--- src/rtl/exec_unit_if.sv ---
// Memory request/ack bus and CDB broadcast bundle of the execute stage.
interface exec_unit_if #(
  parameter int PREG_WIDTH = 6,
  parameter int ROB_WIDTH  = 6
);
  logic                  mem_req;
  logic                  mem_we;
  logic [31:0]           mem_addr;
  logic [31:0]           mem_wdata;
  logic [3:0]            mem_be;
  logic                  mem_ack;
  logic [31:0]           mem_rdata;
  logic                  cdb_valid;
  logic [PREG_WIDTH-1:0] cdb_preg;
  logic [31:0]           cdb_data;
  logic [ROB_WIDTH-1:0]  cdb_rob;
  logic                  cdb_regwr;

  modport master (
    output mem_req, mem_we, mem_addr, mem_wdata, mem_be,
    input  mem_ack, mem_rdata,
    output cdb_valid, cdb_preg, cdb_data, cdb_rob, cdb_regwr
  );

  modport slave (
    input  mem_req, mem_we, mem_addr, mem_wdata, mem_be,
    output mem_ack, mem_rdata,
    input  cdb_valid, cdb_preg, cdb_data, cdb_rob, cdb_regwr
  );
endinterface

--- src/rtl/exec_unit.sv ---
// Execute stage: two single-cycle ALUs, one load/store unit, round-robin CDB.
// LSU states:  IDLE | no memory op held
//              REQ  | mem_req asserted, waiting for mem_ack
//              DONE | load/store result held, waiting for CDB grant
module exec_unit #(
  parameter int RS_WIDTH   = 145,
  parameter int PREG_WIDTH = 6,
  parameter int ROB_WIDTH  = 6
) (
  input  logic                clk,
  input  logic                rst,
  input  logic [RS_WIDTH-1:0] instr_in0,
  input  logic [RS_WIDTH-1:0] instr_in1,
  input  logic [RS_WIDTH-1:0] instr_in2,
  input  logic [2:0]          instr_valid,
  output logic [2:0]          fu_free,
  output logic                issue_err,
  exec_unit_if.master         bus
);

  typedef struct packed {
    logic                  in_use;
    logic [2:0]            alu_op;
    logic [2:0]            funct3;
    logic [6:0]            c_sigs;
    logic [6:0]            opcode;
    logic [PREG_WIDTH-1:0] rd;
    logic [PREG_WIDTH-1:0] src1;
    logic [31:0]           data1;
    logic                  ready1;
    logic [PREG_WIDTH-1:0] src2;
    logic [31:0]           data2;
    logic                  ready2;
    logic [31:0]           imm;
    logic [1:0]            fu_pos;
    logic [ROB_WIDTH-1:0]  rob_num;
  } rs_entry_t;

  typedef enum logic [1:0] {S_IDLE, S_REQ, S_DONE} lsu_state_t;

  function automatic logic [31:0] alu_calc(input logic [2:0] op, input logic [31:0] a,
                                           input logic [31:0] b);
    case (op)
      3'b000:  alu_calc = a + b;
      3'b001:  alu_calc = a - b;
      3'b010:  alu_calc = a & b;
      3'b011:  alu_calc = a | b;
      3'b100:  alu_calc = a ^ b;
      3'b101:  alu_calc = a << b[4:0];
      3'b110:  alu_calc = a >> b[4:0];
      default: alu_calc = $unsigned($signed(a) >>> b[4:0]);
    endcase
  endfunction

  rs_entry_t             ent [3];
  logic                  unused_fields;
  logic [1:0]            alu_full;
  logic [PREG_WIDTH-1:0] alu_preg [2];
  logic [31:0]           alu_data [2];
  logic [ROB_WIDTH-1:0]  alu_rob  [2];
  logic [1:0]            alu_regwr;
  lsu_state_t            lsu_state, lsu_next;
  logic                  lsu_byte, lsu_store, lsu_regwr;
  logic [PREG_WIDTH-1:0] lsu_preg;
  logic [ROB_WIDTH-1:0]  lsu_rob;
  logic [31:0]           lsu_data;
  logic [31:0]           lsu_addr;
  logic [7:0]            ld_byte;
  logic [2:0]            busy, cand;
  logic [1:0]            rr_ptr, grant;
  logic                  grant_vld;

  assign ent[0] = rs_entry_t'(instr_in0);
  assign ent[1] = rs_entry_t'(instr_in1);
  assign ent[2] = rs_entry_t'(instr_in2);
  assign unused_fields = ^{ent[0], ent[1], ent[2]};

  assign busy    = {lsu_state != S_IDLE, alu_full};
  assign fu_free = ~busy & ~instr_valid;
  assign cand    = {lsu_state == S_DONE, alu_full};
  assign lsu_addr = ent[2].data1 + ent[2].imm;

  // Candidates are registered, so an entry accepted this edge waits one more.
  always_comb begin
    grant_vld = |cand;
    case (rr_ptr)
      2'd1:    grant = cand[1] ? 2'd1 : (cand[2] ? 2'd2 : 2'd0);
      2'd2:    grant = cand[2] ? 2'd2 : (cand[0] ? 2'd0 : 2'd1);
      default: grant = cand[0] ? 2'd0 : (cand[1] ? 2'd1 : 2'd2);
    endcase
  end

  always_ff @(posedge clk or posedge rst) begin
    if (rst) begin
      alu_full  <= 2'b00;
      alu_regwr <= 2'b00;
      for (int k = 0; k < 2; k++) begin
        alu_preg[k] <= '0;
        alu_data[k] <= '0;
        alu_rob[k]  <= '0;
      end
    end else begin
      for (int k = 0; k < 2; k++) begin
        if (grant_vld && grant == 2'(k)) alu_full[k] <= 1'b0;
        if (instr_valid[k] && !alu_full[k]) begin
          alu_full[k]  <= 1'b1;
          alu_preg[k]  <= ent[k].rd;
          alu_rob[k]   <= ent[k].rob_num;
          alu_regwr[k] <= ent[k].c_sigs[3];
          alu_data[k]  <= alu_calc(ent[k].alu_op, ent[k].data1,
                                   ent[k].c_sigs[0] ? ent[k].imm : ent[k].data2);
        end
      end
    end
  end

  always_ff @(posedge clk or posedge rst) begin
    if (rst) lsu_state <= S_IDLE;
    else     lsu_state <= lsu_next;
  end

  always_comb begin
    lsu_next = lsu_state;
    case (lsu_state)
      S_IDLE:  if (instr_valid[2]) lsu_next = S_REQ;
      S_REQ:   if (bus.mem_ack) lsu_next = S_DONE;
      S_DONE:  if (grant_vld && grant == 2'd2) lsu_next = S_IDLE;
      default: lsu_next = S_IDLE;
    endcase
  end

  always_comb begin
    case (bus.mem_addr[1:0])
      2'd0:    ld_byte = bus.mem_rdata[7:0];
      2'd1:    ld_byte = bus.mem_rdata[15:8];
      2'd2:    ld_byte = bus.mem_rdata[23:16];
      default: ld_byte = bus.mem_rdata[31:24];
    endcase
  end

  always_ff @(posedge clk or posedge rst) begin
    if (rst) begin
      bus.mem_req   <= 1'b0;
      bus.mem_we    <= 1'b0;
      bus.mem_addr  <= '0;
      bus.mem_wdata <= '0;
      bus.mem_be    <= '0;
      lsu_byte      <= 1'b0;
      lsu_store     <= 1'b0;
      lsu_regwr     <= 1'b0;
      lsu_preg      <= '0;
      lsu_rob       <= '0;
      lsu_data      <= '0;
    end else if (lsu_state == S_IDLE && instr_valid[2]) begin
      bus.mem_req  <= 1'b1;
      bus.mem_we   <= ent[2].c_sigs[2];
      bus.mem_addr <= lsu_addr;
      lsu_byte     <= ent[2].funct3 == 3'b000;
      lsu_store    <= ent[2].c_sigs[2];
      lsu_regwr    <= ent[2].c_sigs[3] & ~ent[2].c_sigs[2];
      lsu_preg     <= ent[2].rd;
      lsu_rob      <= ent[2].rob_num;
      if (ent[2].funct3 == 3'b000) begin
        bus.mem_be    <= 4'b0001 << lsu_addr[1:0];
        bus.mem_wdata <= {4{ent[2].data2[7:0]}};
      end else begin
        bus.mem_be    <= 4'b1111;
        bus.mem_wdata <= ent[2].data2;
      end
    end else if (lsu_state == S_REQ && bus.mem_ack) begin
      bus.mem_req <= 1'b0;
      if (lsu_store)     lsu_data <= '0;
      else if (lsu_byte) lsu_data <= {{24{ld_byte[7]}}, ld_byte};
      else               lsu_data <= bus.mem_rdata;
    end
  end

  always_ff @(posedge clk or posedge rst) begin
    if (rst)                       issue_err <= 1'b0;
    else if (|(instr_valid & busy)) issue_err <= 1'b1;
  end

  always_ff @(posedge clk or posedge rst) begin
    if (rst) begin
      rr_ptr        <= 2'd0;
      bus.cdb_valid <= 1'b0;
      bus.cdb_preg  <= '0;
      bus.cdb_data  <= '0;
      bus.cdb_rob   <= '0;
      bus.cdb_regwr <= 1'b0;
    end else begin
      bus.cdb_valid <= grant_vld;
      if (grant_vld) begin
        rr_ptr <= (grant == 2'd2) ? 2'd0 : grant + 2'd1;
        case (grant)
          2'd0, 2'd1: begin
            bus.cdb_preg  <= alu_preg[grant[0]];
            bus.cdb_data  <= alu_data[grant[0]];
            bus.cdb_rob   <= alu_rob[grant[0]];
            bus.cdb_regwr <= alu_regwr[grant[0]];
          end
          default: begin
            bus.cdb_preg  <= lsu_preg;
            bus.cdb_data  <= lsu_data;
            bus.cdb_rob   <= lsu_rob;
            bus.cdb_regwr <= lsu_regwr;
          end
        endcase
      end
    end
  end

endmodule
--- src/flat_wrapper.sv ---
// flat-port wrapper written by rule: the top's interface ports become plain ports
module exec_unit_flat 
#(
  parameter int RS_WIDTH   = 145,
  parameter int PREG_WIDTH = 6,
  parameter int ROB_WIDTH  = 6
)
  (clk, rst, instr_in0, instr_in1, instr_in2, instr_valid, fu_free, issue_err, bus_mem_req, bus_mem_we, bus_mem_addr, bus_mem_wdata, bus_mem_be, bus_mem_ack, bus_mem_rdata, bus_cdb_valid, bus_cdb_preg, bus_cdb_data, bus_cdb_rob, bus_cdb_regwr);
  exec_unit_if #(.PREG_WIDTH(PREG_WIDTH), .ROB_WIDTH(ROB_WIDTH)) bus_i ();
  input  logic clk;
  input  logic rst;
  input  logic [RS_WIDTH-1:0] instr_in0;
  input  logic [RS_WIDTH-1:0] instr_in1;
  input  logic [RS_WIDTH-1:0] instr_in2;
  input  logic [2:0] instr_valid;
  output logic [2:0] fu_free;
  output logic issue_err;
  output wire logic [$bits(bus_i.mem_req)-1:0] bus_mem_req;
  output wire logic [$bits(bus_i.mem_we)-1:0] bus_mem_we;
  output wire logic [$bits(bus_i.mem_addr)-1:0] bus_mem_addr;
  output wire logic [$bits(bus_i.mem_wdata)-1:0] bus_mem_wdata;
  output wire logic [$bits(bus_i.mem_be)-1:0] bus_mem_be;
  input wire logic [$bits(bus_i.mem_ack)-1:0] bus_mem_ack;
  input wire logic [$bits(bus_i.mem_rdata)-1:0] bus_mem_rdata;
  output wire logic [$bits(bus_i.cdb_valid)-1:0] bus_cdb_valid;
  output wire logic [$bits(bus_i.cdb_preg)-1:0] bus_cdb_preg;
  output wire logic [$bits(bus_i.cdb_data)-1:0] bus_cdb_data;
  output wire logic [$bits(bus_i.cdb_rob)-1:0] bus_cdb_rob;
  output wire logic [$bits(bus_i.cdb_regwr)-1:0] bus_cdb_regwr;
  assign bus_mem_req = bus_i.mem_req;
  assign bus_mem_we = bus_i.mem_we;
  assign bus_mem_addr = bus_i.mem_addr;
  assign bus_mem_wdata = bus_i.mem_wdata;
  assign bus_mem_be = bus_i.mem_be;
  assign bus_i.mem_ack = bus_mem_ack;
  assign bus_i.mem_rdata = bus_mem_rdata;
  assign bus_cdb_valid = bus_i.cdb_valid;
  assign bus_cdb_preg = bus_i.cdb_preg;
  assign bus_cdb_data = bus_i.cdb_data;
  assign bus_cdb_rob = bus_i.cdb_rob;
  assign bus_cdb_regwr = bus_i.cdb_regwr;
  exec_unit #(.RS_WIDTH(RS_WIDTH), .PREG_WIDTH(PREG_WIDTH), .ROB_WIDTH(ROB_WIDTH)) u_core (.clk(clk), .rst(rst), .instr_in0(instr_in0), .instr_in1(instr_in1), .instr_in2(instr_in2), .instr_valid(instr_valid), .fu_free(fu_free), .issue_err(issue_err), .bus(bus_i));
endmodule
--- config.mk ---
export PLATFORM = sky130hd
export DESIGN_NAME = exec_unit_flat
export DESIGN_NICKNAME = d
export VERILOG_FILES = /design/src/rtl/exec_unit_if.sv /design/src/rtl/exec_unit.sv /design/src/flat_wrapper.sv
export SDC_FILE = /design/constraint.sdc
export NUM_CORES = 2
export LEC_CHECK = 0
export BUFFER_PORTS_ARGS = -buffer_cell sky130_fd_sc_hd__buf_2
export CAP_MARGIN = 0
export CORE_UTILIZATION = 35
export CTS_CLUSTER_SIZE = 28
export DETAILED_ROUTE_END_ITERATION = 8
export PLACE_DENSITY = 0.62
export SKIP_LAST_GASP = 1
export SLEW_MARGIN = 20
export SYNTH_ARGS = -nofsm -noshare
export SYNTH_HDL_FRONTEND = slang
export SYNTH_SLANG_ARGS = --single-unit
--- constraint.sdc ---
create_clock -name clk -period 13.09 [get_ports clk]
set_input_delay 3.2725 -clock clk [delete_from_list [all_inputs] [get_ports clk]]
set_output_delay 3.2725 -clock clk [all_outputs]
set_load 0.005 [all_outputs]
==> flow_summary_export.csv <==
group,metric,value,unit
status,status,"completed",
clock_tree,cts_hold_buf,0,
clock_tree,clk_pin_slew,60,ps
floorplan,num_io_pins,593,
clock_tree,clk_latency,610,ps
worst_setup_path,cp_max_fo,53,
finish,nFillCells,8737,
logic_synthesis,synth_area_per_cell,7.796,µm²
finish,final_cell_mix,"nand2_1, buf_2, o21ai_0, nor2_1, mux2i_1",
worst_setup_path,endpoint_kind,"register",
clock_tree,postCtsSetupBuffers,0,
global_route,grt_remaining_overflow,0,
floorplan,core_area,83950,µm²
logic_synthesis,synth-seq-cells,259,
clock_tree,cts_buffers,31,
floorplan,start_util,35.48,%
logic_synthesis,synthFlopType,"dfrtp_1",
timing,max_freq,106.8,MHz
worst_setup_path,startpoint_type,"primary input",
drt,drcViolationCount,0,
timing,min_period_over_period,71.54,%
placed_design,place_hpwl,110500,µm
finish,multiInputGateArea,21640,µm²
drt,drtIter0Drc,4010,
clock_tree,cts_tree,"built",
global_route,grt_max_degree,151,
timing,fin_tns_setup,0,ps
timing,hold_viol,0,
placed_design,dp_cells,5257,
clock_tree,cts.sinks,259,
finish,final_common_cell,"nand2_1",
clock_tree,cts_resized,0,
logic_synthesis,synth_cell_types,92,
worst_setup_path,critPathRequiredTime,13520,ps
clock_tree,htree_num_levels,1,
placed_design,portBuffers,496,
clock_tree,clk_path_buf_depth,3,
timing,fin_worst_skew,31.55,ps
global_route,grt_use_total,32.67,%
finish,layout-drive-gt1-share,17.99,%
logic_synthesis,ys_warn_count,0,
worst_setup_path,arrival,9800,ps
timing,slew_viol_final,0,
logic_synthesis,synth_top_area_cell,"dfrtp_1",
drt,viasPerCell,6.141,
finish,final_cells,5318,
power,p_leak,0.01570,µW
timing,slew_headroom,18.95,%
run,drv_cap,0,
finish,nets,4861,
min_path,hold_class,"reg2reg",
logic_synthesis,synth_edf_count,0,
placed_design,pre_cts_slack,3103,ps
drt,ant_nets,0,
drt,wl_per_cell,27.39,µm
logic_synthesis,synth_area_leaders,"dfrtp_1, ha_1, mux2i_1",
placed_design,place_congestion,1.083,
global_route,grt_pass1_vias,30759,
logic_synthesis,yosysSeqAreaShare,21.76,%
finish,area_growth,15.09,%
drt,num_vias,32658,
timing,worst_pin_slew,1216,ps
drt,drtPass1Iterations,6,
logic_synthesis,synth-async-reset-ratio,100.0,%
floorplan,die_h,293.7,µm
global_route,antenna_found_initial,9,
global_route,grt_pass1_wl,210700,µm
logic_synthesis,syn_nets,4526,
worst_setup_path,path_class,"in2reg",
timing,rsz0062_at_grt,"no",
floorplan,die_area,86280,µm²
timing,fin_crit,9365,ps
logic_synthesis,synth_cells,3821,
finish,register_area,6481,µm²
floorplan,die_width,293.7,µm
clock_tree,root_buffer,"clkbuf_16",
floorplan,rows,106,
logic_synthesis,yosysTopAreaCellShare,21.76,%
logic_synthesis,syn_area,29790,µm²
power,irDropWorstVdd,0.1265,mV
power,power.density,154.5,nW/µm²
drt,routed_wl,145700,µm
timing,setup_viol,0,
timing,timing.final.ws_setup,3725,ps
-- power breakdown --
part | internal (µW) | switching [µW]
combinational | 1020 | 1800
clock | 586 | 383
sequential | 1190 | 318
total | 2800 | 2500
-- cell families (layout without fill, tap and decap cells) --
family                     count (synthesis)  count (layout)  synth area share [%]
muxes                                    373             373                 15.29
other                                      0               5                     0
DFF                                      259             259                 21.76
buffers and inverters                    421             779                 5.956
and+or+nand+nor                         1246            1246                 18.48
adders and majority gates                232             232                 9.821
xor gates and xnor gates                 122             122                 3.587
AOI/OAI and AO/OA                       1168            1168                 25.11
-- path summary, 6_finish.rpt --
| check | startpoint | end | slack, ps | depth (start not counted) |
|---|---|---|---|---|
| worst max-delay path | instr_in0[131] | u_core.alu_data[55] | 3730 | 19 |
| worst min-delay path | u_core.lsu_rob[0] | u_core.lsu_rob[0] | 470 | 2 |
| worst max register to register | u_core.alu_full[0] | u_core.alu_data[46] | 9910 | 6 |
| worst min register to register | u_core.lsu_rob[0] | u_core.lsu_rob[0] | 470 | 2 |
| max in group asynchronous | rst | u_core.bus.mem_wdata[16] | 8940 | 3 |
| min in group asynchronous | rst | u_core.bus.cdb_rob[0] | 2780 | 2 |
-- worst max-delay path, cell delays in order --
cell and delay, ps:
buf_2 70, buf_4 570, mux2i_4 320, buf_4 590
nand2_1 600, nor3_2 630, nand3b_1 220, nor2_1 370
nand2_1 210, nand2_1 140, xnor2_1 140, ha_1 360
a21oi_1 260, o21a_1 240, mux2i_1 100, a222oi_1 670
o21ai_0 210, a2111oi_0 630, a21oi_1 150
-- routing by layer --
layer | up-vias | track usage, % | part of all wire [%]
met5 | - | 0 | 0.036
li1 | 14691 | - | -
met2 | 2028 | 50.21 | 43
met1 | 15522 | 42.41 | 40
met4 | 8 | 15.76 | 5.8
met3 | 409 | 8.489 | 11
-- Yosys cell counts, types with 22 or more instances --
cell type and n:
nor2_1 283, inv_1 155, a31oi_1 67, o22ai_1 44
nand2_1 607, o211ai_1 48, clkbuf_1 158, dfrtp_1 259
nand3_1 60, nor3_1 80, and3_1 28, a21o_1 45
ha_1 229, nand4_1 27, o21ai_0 339, a22oi_1 33
a21oi_1 253, buf_1 29, xnor2_1 104, buf_2 47
a211oi_1 56, mux2i_1 285, o21a_1 22, nand2b_1 23
o31ai_1 22, mux4_2 54, a221oi_1 38
-- cell type report --
class	count	area share (%)
antenna	5	0.03650
tap	1134	4.139
clock buffer	44	2.668
multi-input combinational	3141	63.13
clock inverter	12	0.6278
sequential	259	18.91
inverter	164	1.839
timing repair buffer	559	8.657
-- stage by stage --
step                      hold slack, ps  power (µW)  instance area, µm²  util [%]
after global routing               481.1        5632               34270     40.83
after detailed placement           455.9        4290               33130     39.47
after CTS                          469.8        5284               34260     40.81
after global placement             446.3        4260               33130     39.47
after floorplan                    433.4        3101               29790         -
final                              469.0        5297               34280     40.83
-- state kept, by name, summed over array words and instances (netlist names), 2 cells and up --
register / count
u_core.bus.cdb_preg: 6
u_core.rr_ptr: 2
u_core.bus.cdb_data: 32
u_core.lsu_preg: 6
u_core.alu_data: 64
u_core.bus.cdb_rob: 6
u_core.alu_rob: 12
u_core.bus.mem_wdata: 32
u_core.lsu_rob: 6
u_core.lsu_state: 2
u_core.bus.mem_be: 4
u_core.lsu_data: 32
u_core.alu_preg: 12
u_core.bus.mem_addr: 32
u_core.alu_regwr: 2
u_core.alu_full: 2
Power figures use the tool's default switching activity.
